--- config.mk ---
export PLATFORM = sky130hd
export DESIGN_NAME = tl_tx_poison_inserter
export DESIGN_NICKNAME = d
export VERILOG_FILES = /design/src/rtl/tl_tx_pkg.sv /design/src/rtl/tl_tx_poison_data_buf.sv /design/src/rtl/tl_tx_poison_inserter.sv
export SDC_FILE = /design/constraint.sdc
export NUM_CORES = 2
export LEC_CHECK = 0
export BUFFER_PORTS_ARGS = -buffer_cell sky130_fd_sc_hd__buf_2
export CORE_MARGIN = 1.5
export CORE_UTILIZATION = 58
export DETAILED_ROUTE_END_ITERATION = 8
export GPL_TIMING_DRIVEN = 0
export PLACE_DENSITY = 0.77
export SLEW_MARGIN = 20
export SYNTH_ARGS = -nofsm -noshare
export SYNTH_HDL_FRONTEND = slang
export SYNTH_SLANG_ARGS = --single-unit
--- constraint.sdc ---
create_clock -name clk -period 16.5 [get_ports clk]
set_input_delay 2.475 -clock clk [delete_from_list [all_inputs] [get_ports clk]]
set_output_delay 2.475 -clock clk [all_outputs]
set_load 0.02 [all_outputs]
--- src/rtl/tl_tx_pkg.sv ---
// Shared TL TX definitions: FSM state encoding, EP bit position and header field offsets.
// The RX poisoned-TLP check uses the same EP position.
package tl_tx_pkg;

    typedef enum logic [1:0] {
        ST_IDLE     = 2'd0,
        ST_COLLECT  = 2'd1,
        ST_SEND_HDR = 2'd2,
        ST_SEND_DAT = 2'd3
    } tx_state_e;

    // Offsets within the first header DW (4DW header, DW0 in bits [31:0])
    localparam int TL_EP_BIT   = 14;
    localparam int TL_TD_BIT   = 15;
    localparam int TL_LEN_LSB  = 0;
    localparam int TL_LEN_W    = 10;
    localparam int TL_TYPE_LSB = 24;
    localparam int TL_FMT_LSB  = 29;

endpackage

--- src/rtl/tl_tx_poison_data_buf.sv ---
// Payload store for one TLP: registered write port, asynchronous read port.
module tl_tx_poison_data_buf #(
    parameter  int DATA_W = 128,
    parameter  int DEPTH  = 16,
    localparam int AW     = $clog2(DEPTH)
) (
    input  logic              clk,
    input  logic              i_we,
    input  logic [AW-1:0]     i_waddr,
    input  logic [DATA_W-1:0] i_wdata,
    input  logic [AW-1:0]     i_raddr,
    output logic [DATA_W-1:0] o_rdata
);

    logic [DATA_W-1:0] r_mem [DEPTH];

    // NOTE: storage has no reset; a location is only read after it was written for the current TLP.
    always_ff @(posedge clk) begin
        if (i_we) begin
            r_mem[i_waddr] <= i_wdata;
        end
    end

    assign o_rdata = r_mem[i_raddr];

endmodule

--- src/rtl/tl_tx_poison_inserter.sv ---
// Store-and-forward TX stage: buffers a TLP payload, then emits the header with EP set
// when any beat carried an upstream error, followed by the unchanged payload.
module tl_tx_poison_inserter
    import tl_tx_pkg::*;
#(
    parameter  int DATA_W    = 128,
    parameter  int HDR_W     = 128,
    parameter  int MAX_BEATS = 16,
    parameter  int EP_BIT    = TL_EP_BIT,
    parameter  int CNT_W     = 16,
    localparam int LEN_W     = $clog2(MAX_BEATS + 1),
    localparam int AW        = $clog2(MAX_BEATS)
) (
    input  logic              clk,
    input  logic              rst,
    input  logic              i_poisoned_en,
    input  logic              i_in_hdr_valid,
    output logic              o_in_hdr_ready,
    input  logic [HDR_W-1:0]  i_in_hdr,
    input  logic [LEN_W-1:0]  i_in_len,
    input  logic              i_in_dat_valid,
    output logic              o_in_dat_ready,
    input  logic [DATA_W-1:0] i_in_dat,
    input  logic              i_in_dat_err,
    input  logic              i_in_dat_last,
    output logic              o_out_hdr_valid,
    input  logic              i_out_hdr_ready,
    output logic [HDR_W-1:0]  o_out_hdr,
    output logic              o_out_dat_valid,
    input  logic              i_out_dat_ready,
    output logic [DATA_W-1:0] o_out_dat,
    output logic              o_out_dat_last,
    output logic              o_len_err,
    output logic [CNT_W-1:0]  o_poison_cnt
);

    localparam logic [LEN_W-1:0] LAST_IDX = LEN_W'(MAX_BEATS - 1);

    tx_state_e         r_state, w_state_nxt;
    logic [HDR_W-1:0]  r_hdr, r_out_hdr, w_hdr_ep;
    logic [LEN_W-1:0]  r_len, r_cnt, r_rd, w_cnt_inc;
    logic              r_poison_en, r_err_acc, r_len_err;
    logic [CNT_W-1:0]  r_poison_cnt;
    logic              w_hdr_hs, w_dat_hs, w_ohdr_hs, w_odat_hs;
    logic              w_end, w_mismatch, w_err_final, w_rd_last;
    logic [DATA_W-1:0] w_rdata;

    assign w_hdr_hs    = (r_state == ST_IDLE)     && i_in_hdr_valid;
    assign w_dat_hs    = (r_state == ST_COLLECT)  && i_in_dat_valid;
    assign w_ohdr_hs   = (r_state == ST_SEND_HDR) && i_out_hdr_ready;
    assign w_odat_hs   = (r_state == ST_SEND_DAT) && i_out_dat_ready;

    assign w_cnt_inc   = r_cnt + LEN_W'(1);
    assign w_end       = i_in_dat_last || (r_cnt == LAST_IDX);
    // A beat ending collection is a length error if it is not 'last' or the count disagrees.
    assign w_mismatch  = !i_in_dat_last || (w_cnt_inc != r_len);
    assign w_err_final = r_err_acc | i_in_dat_err | w_mismatch;
    assign w_rd_last   = (r_rd == r_cnt - LEN_W'(1));

    // NOTE: combinational blocks assign a default first so no path leaves a latch behind.
    always_comb begin
        w_hdr_ep = r_hdr;
        if (r_poison_en) begin
            w_hdr_ep[EP_BIT] = r_hdr[EP_BIT] | w_err_final;
        end
    end

    always_comb begin
        w_state_nxt = r_state;
        case (r_state)
            ST_IDLE:     if (w_hdr_hs) w_state_nxt = (i_in_len == '0) ? ST_SEND_HDR : ST_COLLECT;
            ST_COLLECT:  if (w_dat_hs && w_end) w_state_nxt = ST_SEND_HDR;
            ST_SEND_HDR: if (w_ohdr_hs) w_state_nxt = (r_cnt == '0) ? ST_IDLE : ST_SEND_DAT;
            ST_SEND_DAT: if (w_odat_hs && w_rd_last) w_state_nxt = ST_IDLE;
            default:     w_state_nxt = ST_IDLE;
        endcase
    end

    // NOTE: sequential state uses non-blocking assignments so every register sees pre-edge values.
    always_ff @(posedge clk) begin
        if (rst) r_state <= ST_IDLE;
        else     r_state <= w_state_nxt;
    end

    always_ff @(posedge clk) begin
        if (rst) begin
            r_hdr        <= '0;
            r_out_hdr    <= '0;
            r_len        <= '0;
            r_cnt        <= '0;
            r_rd         <= '0;
            r_poison_en  <= 1'b0;
            r_err_acc    <= 1'b0;
            r_len_err    <= 1'b0;
            r_poison_cnt <= '0;
        end else begin
            r_len_err <= 1'b0;
            case (r_state)
                ST_IDLE: if (w_hdr_hs) begin
                    r_hdr       <= i_in_hdr;
                    r_len       <= i_in_len;
                    r_poison_en <= i_poisoned_en;
                    r_err_acc   <= 1'b0;
                    r_cnt       <= '0;
                    r_rd        <= '0;
                    // Nothing can be in error for an empty payload.
                    if (i_in_len == '0) r_out_hdr <= i_in_hdr;
                end
                ST_COLLECT: if (w_dat_hs) begin
                    r_cnt     <= w_cnt_inc;
                    r_err_acc <= r_err_acc | i_in_dat_err;
                    if (w_end) begin
                        r_err_acc <= w_err_final;
                        r_len_err <= w_mismatch;
                        r_out_hdr <= w_hdr_ep;
                    end
                end
                ST_SEND_HDR: if (w_ohdr_hs) begin
                    r_rd <= '0;
                    if (r_out_hdr[EP_BIT] && (r_poison_cnt != '1)) begin
                        r_poison_cnt <= r_poison_cnt + CNT_W'(1);
                    end
                end
                ST_SEND_DAT: if (w_odat_hs) r_rd <= r_rd + LEN_W'(1);
                default: ;
            endcase
        end
    end

    tl_tx_poison_data_buf #(
        .DATA_W (DATA_W),
        .DEPTH  (MAX_BEATS)
    ) u_buf (
        .clk     (clk),
        .i_we    (w_dat_hs),
        .i_waddr (r_cnt[AW-1:0]),
        .i_wdata (i_in_dat),
        .i_raddr (r_rd[AW-1:0]),
        .o_rdata (w_rdata)
    );

    assign o_in_hdr_ready  = (r_state == ST_IDLE);
    assign o_in_dat_ready  = (r_state == ST_COLLECT);
    assign o_out_hdr_valid = (r_state == ST_SEND_HDR);
    assign o_out_dat_valid = (r_state == ST_SEND_DAT);
    assign o_out_dat_last  = (r_state == ST_SEND_DAT) && w_rd_last;
    assign o_out_dat       = (r_state == ST_SEND_DAT) ? w_rdata : '0;
    assign o_out_hdr       = r_out_hdr;
    assign o_len_err       = r_len_err;
    assign o_poison_cnt    = r_poison_cnt;

endmodule

---- Word level (Yosys, flattened, before mapping) ----
Memory sizes are Yosys's and may differ from the RTL's. A register that Yosys moved wholly into a read port is not among the register bits.
Index checks and enable logic that the tools add are counted.
storage, ports and cells
  logic and storage cells ................. 87
  bits in registers ....................... 292
  memories kept ........................... 1
  RAM bits ................................ 2048
  output and inout port bits .............. 278
  input port bits ......................... 270
cells by class
  mux-type cells .......................... 28
  add/subtract/negate cells ............... 4
  reduce and logical (&&, ||, !) cells .... 23
  bitwise operators ....................... 6
  equality and inequality tests ........... 15
memory list
  memory       depth  bits a word  rd ports  clocked after memory_dff  wr ports  line                         RTL
  u_buf.r_mem  16     128          1         1                         1         tl_tx_poison_data_buf.sv:15  logic [DATA_W-1:0] r_mem [DEPTH];
operator list
  operator                                                                  count
  128-bit two-way mux                                                       5
  128-bit case mux with 2 select lines                                      1
  5-bit two-way mux                                                         4
  16-bit by 1-bit adder with 16-bit output (second input constant)          1
  16-bit inequality test (second input constant)                            1
  2-bit by 1-bit inequality test with 1-bit output (second input constant)  8
  5-bit case mux with 3 select lines                                        1
  2-bit two-way mux                                                         6
  5-bit by 1-bit adder with 5-bit output (second input constant)            2
  5-bit zero test                                                           2
  5-bit case mux with 2 select lines                                        1
  1-bit logical AND                                                         8
  4-bit two-way mux                                                         2
  2-bit case mux with 4 select lines                                        1
  4-bit AND reduction                                                       2
  1-bit two-way mux                                                         6
  3-bit AND reduction                                                       2
  5-bit by 4-bit equality test with 1-bit output (second input constant)    1
  5-bit equality test                                                       1
  5-bit inequality test                                                     1
  5-bit AND reduction                                                       1
  5-bit by 1-bit subtractor with 5-bit output (second input constant)       1
  2-bit equality test (second input constant)                               2
  4-bit OR reduction                                                        1
  10 further kinds                                                          15

---- Logic depth before layout (Yosys ltp) ----
  depth in word-level cells ............... 9
  mapped depth ............................ 10
  depth with buffers taken out ............ 7

---- Cells and area by module ----
A second synthesis with hierarchy kept.
second synthesis, totals
  cell total of the unflattened synthesis .. 4936
  area, all modules ....................... 91656.7 um^2
modules (own cells, without submodules)
  module                 times used  area an instance (um^2)  cells each
  tl_tx_poison_data_buf  1           76768.6                  3237
  tl_tx_poison_inserter  1           14888.0                  1699

---- Least setup slack after synthesis ----
Ideal clock, no wire load.
  path kind ............................... input to register
  from .................................... input port i_in_dat_valid
  to ...................................... memory u_buf.r_mem[0][0], enable pin
  arrival time ............................ 11639 ps
  slack ................................... 4089 ps
  buffers on the path ..................... 1
  stages on the path ...................... 4
  library setup time ...................... 772 ps
  path through ............................ and3b_1 > clkbuf_1 > nand2_1 > nor3_1
between the ends
  word-level cells in the longest chain between the ends .. 3
RTL lines
  what                                     line                         RTL
  start: declaration                       tl_tx_poison_inserter.sv:21  input logic i_in_dat_valid,
  1-bit logical AND                        tl_tx_poison_inserter.sv:49  assign w_dat_hs = (r_state == ST_COLLECT) && i_in_dat_valid;
  1-bit two-way mux                        tl_tx_poison_data_buf.sv:19  if (i_we) begin
  1-bit two-way mux (implied by the code)  tl_tx_poison_data_buf.sv:20  r_mem[i_waddr] <= i_wdata;
  end: declaration                         tl_tx_poison_data_buf.sv:15
No other way between the ends.

==> out/qor.yml <==
status:
  status: "finished, final reports clean"
timing:
  grt_setup_unrepaired: "false"
  final_hold_viol_count: 0
  slew_headroom_pct: 21.7
  min_period_ps: 6660
  skew_ps: 42.0
  report.final.slew_viol_count: 0
  setup_violations: 0
  tightest_slew_ps: 1180
  fin_crit_sh_pct: 40.4
  fmax_mhz: 150
drt:
  top_layer: "met5"
  drtIter0Drc: 5963
  wl_met2_um: 120000
  viasPerCell: 6.43
  drc: 0
  wl_per_cell_um: 31.2
  vias: 50800
  wl_um: 247000
  wl_met3_um: 26600
  drtAntennaViolNets: 0
  wl_met1_um: 86800
  first_pass_iters: 5
synth:
  yosysSeqAreaShare_pct: 75.3
  synth_edf_count: 2048
  synth-seq-cells: 2344
  synth_area_um2: 89500
  synth-compound-area-share_pct: 4.06
  synthSimpleGateAreaFrac_pct: 2.96
  async_flop_share_pct: 0
  synth_xor_area_share_pct: 0.127
  synth_flop_cell: "edfxtp_1"
  avgSynthCellArea_um2: 19.1
  synth_nets: 4969
  synthMuxAreaShare_pct: 15.8
  yosys_warnings: 0
  synth_top_family_by_area: "multiplexers"
  synthDistinctLibCells: 55
  synth-adder-area-share_pct: 0.0978
  synthCells: 4692
global_routing:
  overflow: 0
  grt_max_degree: 21
  first_global_vias: 51200
  grt_usage_pct: 31.4
  antenna_found_initial: 59
  grt_first_pass_wirelength_um: 352000
cells_and_area:
  drive_above_1_share_pct: 29.2
  fin_nets: 5925
  layout_common_cells: "2048 x edfxtp_1, 650 x buf_2, 541 x nand2_1"
  regArea_um2: 67400
  area_growth_pct: 17.5
  final_common_cell: "edfxtp_1"
  post-route-cell-area_um2: 105000
  finalNonFillerCells: 7904
  n_fill_cell: 9479
  multi_input_area_um2: 20800
power:
  swShare_pct: 21.6
  p_switching_mw: 2.65
  p_comb_share_pct: 5.0
  intPower_mw: 9.60
  power_frac_seq_pct: 53.6
  peakVddDrop_mv: 0.109
  leakage_nw: 33.9
  power-per-cell-area_nw_per_um2: 116
  clock_power_share_pct: 41.4
worst_setup_path:
  critPathArrivalTime_ps: 4190
  start_kind: "flop"
  cpPeakStageDelay_ps: 900
  path_class: "flop to output port"
  slowest_stage: "buf_1"
  crit_fanout: 10
  rrSetupSlack_ps: 12270
  crit_chain: "clkbuf_1 > clkbuf_2 > buf_1 > mux2i_1 > o22ai_1 > buf_2"
  endpoint_kind: "output port"
  required_ps: 14030
floorplan:
  ios: 548
  rows: 144
  dieArea_um2: 157000
  core_um2: 154000
  initial_core_util_pct: 58.3
  die_w_um: 396
  die_height_um: 396
clocking:
  cts_buffers: 222
  cts_root_buf: "clkbuf_16"
  cts_tree: "built"
  clkTransAtPathRegs_ps: 60
  clk_latency_ps: 840
  ctsResizeCount: 0
  clock-sinks: 2344
  clockBufferDepth: 3
  postCtsSetupBuffers: 0
  htree_num_levels: 4
  holdBufCountCts: 0
placed_design:
  numPortBuffers: 547
  dp.final_hpwl_um: 161000
  globalplace.congestion: 0.939
  placed_area_um2: 97900
  placed_cells: 7468
job:
  drv_cap: 0
min_path:
  min_path_type: "flop to flop"
## worst max-delay path: cells and delay by family (launching register included)
kind / cells / cell delay [ps]
compound gates: 1 / 670
buf+inv: 4 / 1970
flops: 1 / 470
mux: 1 / 210
## per-stage QoR
stage | power [mW] | setup TNS, ps | worst slack (ps) | hold slack [ps] | utilization [%]
final | 12.2 | 0 | 9840 | 454 | 68.4
after global placement | 7.28 | -3630420 | -7490 | 439 | 61.7
after CTS | 12.3 | 0 | 9880 | 455 | 68.4
after floorplan | 7.02 | 0 | 4090 | 434 | -
after global routing | 12.6 | 0 | 9720 | 469 | 68.4
after detailed placement | 7.29 | 0 | 10520 | 447 | 63.7
## area by class of cell
class / count / area share, %
clock buffer: 287 / 5.66
clock inverter: 123 / 1.20
buffer: 310 / 1.35
inverter: 12 / 0.0428
sequential: 2344 / 64.1
tap: 2044 / 2.43
antenna: 26 / 0.0619
timing repair buffer: 732 / 5.39
multi-input combinational: 2026 / 19.8
## cells in the mapped netlist, types with 2 or more instances
| library cell | number | area [µm²] |
|---|---|---|
| edfxtp_1 | 2048 | 61500 |
| nand2_1 | 541 | 2030 |
| mux4_2 | 512 | 11500 |
| dfxtp_1 | 296 | 5930 |
| a21oi_1 | 282 | 1410 |
| mux2i_1 | 257 | 2570 |
| clkbuf_1 | 152 | 571 |
| a311oi_1 | 130 | 1140 |
| o22ai_1 | 129 | 807 |
| buf_2 | 102 | 510 |
| buf_1 | 38 | 143 |
| nor2_1 | 36 | 135 |
| buf_6 | 13 | 146 |
| inv_1 | 12 | 45.0 |
| nand3_1 | 10 | 50.1 |
| nor3_1 | 9 | 45.0 |
| nor2b_1 | 8 | 50.1 |
| o31ai_1 | 8 | 60.1 |
| or4_1 | 8 | 60.1 |
| xnor2_1 | 8 | 70.1 |
| ha_1 | 7 | 87.6 |
| mux2_2 | 7 | 78.8 |
| nand2b_1 | 6 | 37.5 |
| o211ai_1 | 6 | 45.0 |
| o21ai_0 | 6 | 30.0 |
| or3_1 | 6 | 37.5 |
| buf_4 | 5 | 37.5 |
| xor2_1 | 5 | 43.8 |
| and2_1 | 4 | 25.0 |
| nand4_1 | 4 | 25.0 |
| a31oi_1 | 3 | 18.8 |
| and3_1 | 3 | 18.8 |
| a211oi_1 | 2 | 15.0 |
| a22oi_1 | 2 | 15.0 |
| and3b_1 | 2 | 17.5 |
| and4_1 | 2 | 17.5 |
| nor4b_1 | 2 | 17.5 |
| o2111ai_1 | 2 | 17.5 |
| o311ai_0 | 2 | 17.5 |
| or2_2 | 2 | 12.5 |
## power by group through the flow
stage               sequential, mW  combinational, mW  clock, mW
floorplan                     6.73              0.290          0
global placement              6.70              0.575          0
detailed placement            6.69              0.600          0
CTS                           6.56              0.606       5.11
global route                  6.57              0.657       5.33
finish                        6.56              0.609       5.07
## path summary, 6_finish.rpt
path | startpoint | endpoint | depth (start not counted)
worst min-delay path | r_hdr[72]$_SDFFE_PP0P_ | r_hdr[72]$_SDFFE_PP0P_ | 2
worst max-delay path | flop | o_out_dat[93] | 6
worst min register to register | r_hdr[72]$_SDFFE_PP0P_ | r_hdr[72]$_SDFFE_PP0P_ | 2
worst max register to register | r_state[0]$_SDFFE_PP0P_ | u_buf.r_mem[3][61]$_DFFE_PP_ | 13
## cell families after synthesis
kind of cell               after synthesis
DFF                                   2344
muxes                                  776
and+or+nand+nor                        651
AOI/OAI and AO/OA                      579
buffers and inverters                  322
xor gates and xnor gates                13
adders and majority gates                7
## sequential cells by signal, indices dropped and copies added (netlist names), named ones only
| name | cells |
|---|---|
| u_buf.r_mem | 2048 |
| o_out_hdr | 128 |
| r_hdr | 128 |
| o_poison_cnt | 16 |
| r_cnt | 5 |
| r_len | 5 |
| r_rd | 5 |
| r_state | 2 |
| o_len_err | 1 |
| r_err_acc | 1 |
| r_poison_en | 1 |
## metal layers
| metal | GRT usage, % | up-vias |
|---|---|---|
| li1 | - | 21000 |
| met1 | 39.2 | 25900 |
| met2 | 51.0 | 3260 |
| met3 | 8.66 | 648 |
| met4 | 15.4 | 46 |
| met5 | 0 | - |
(Power assumes the default switching activity.)
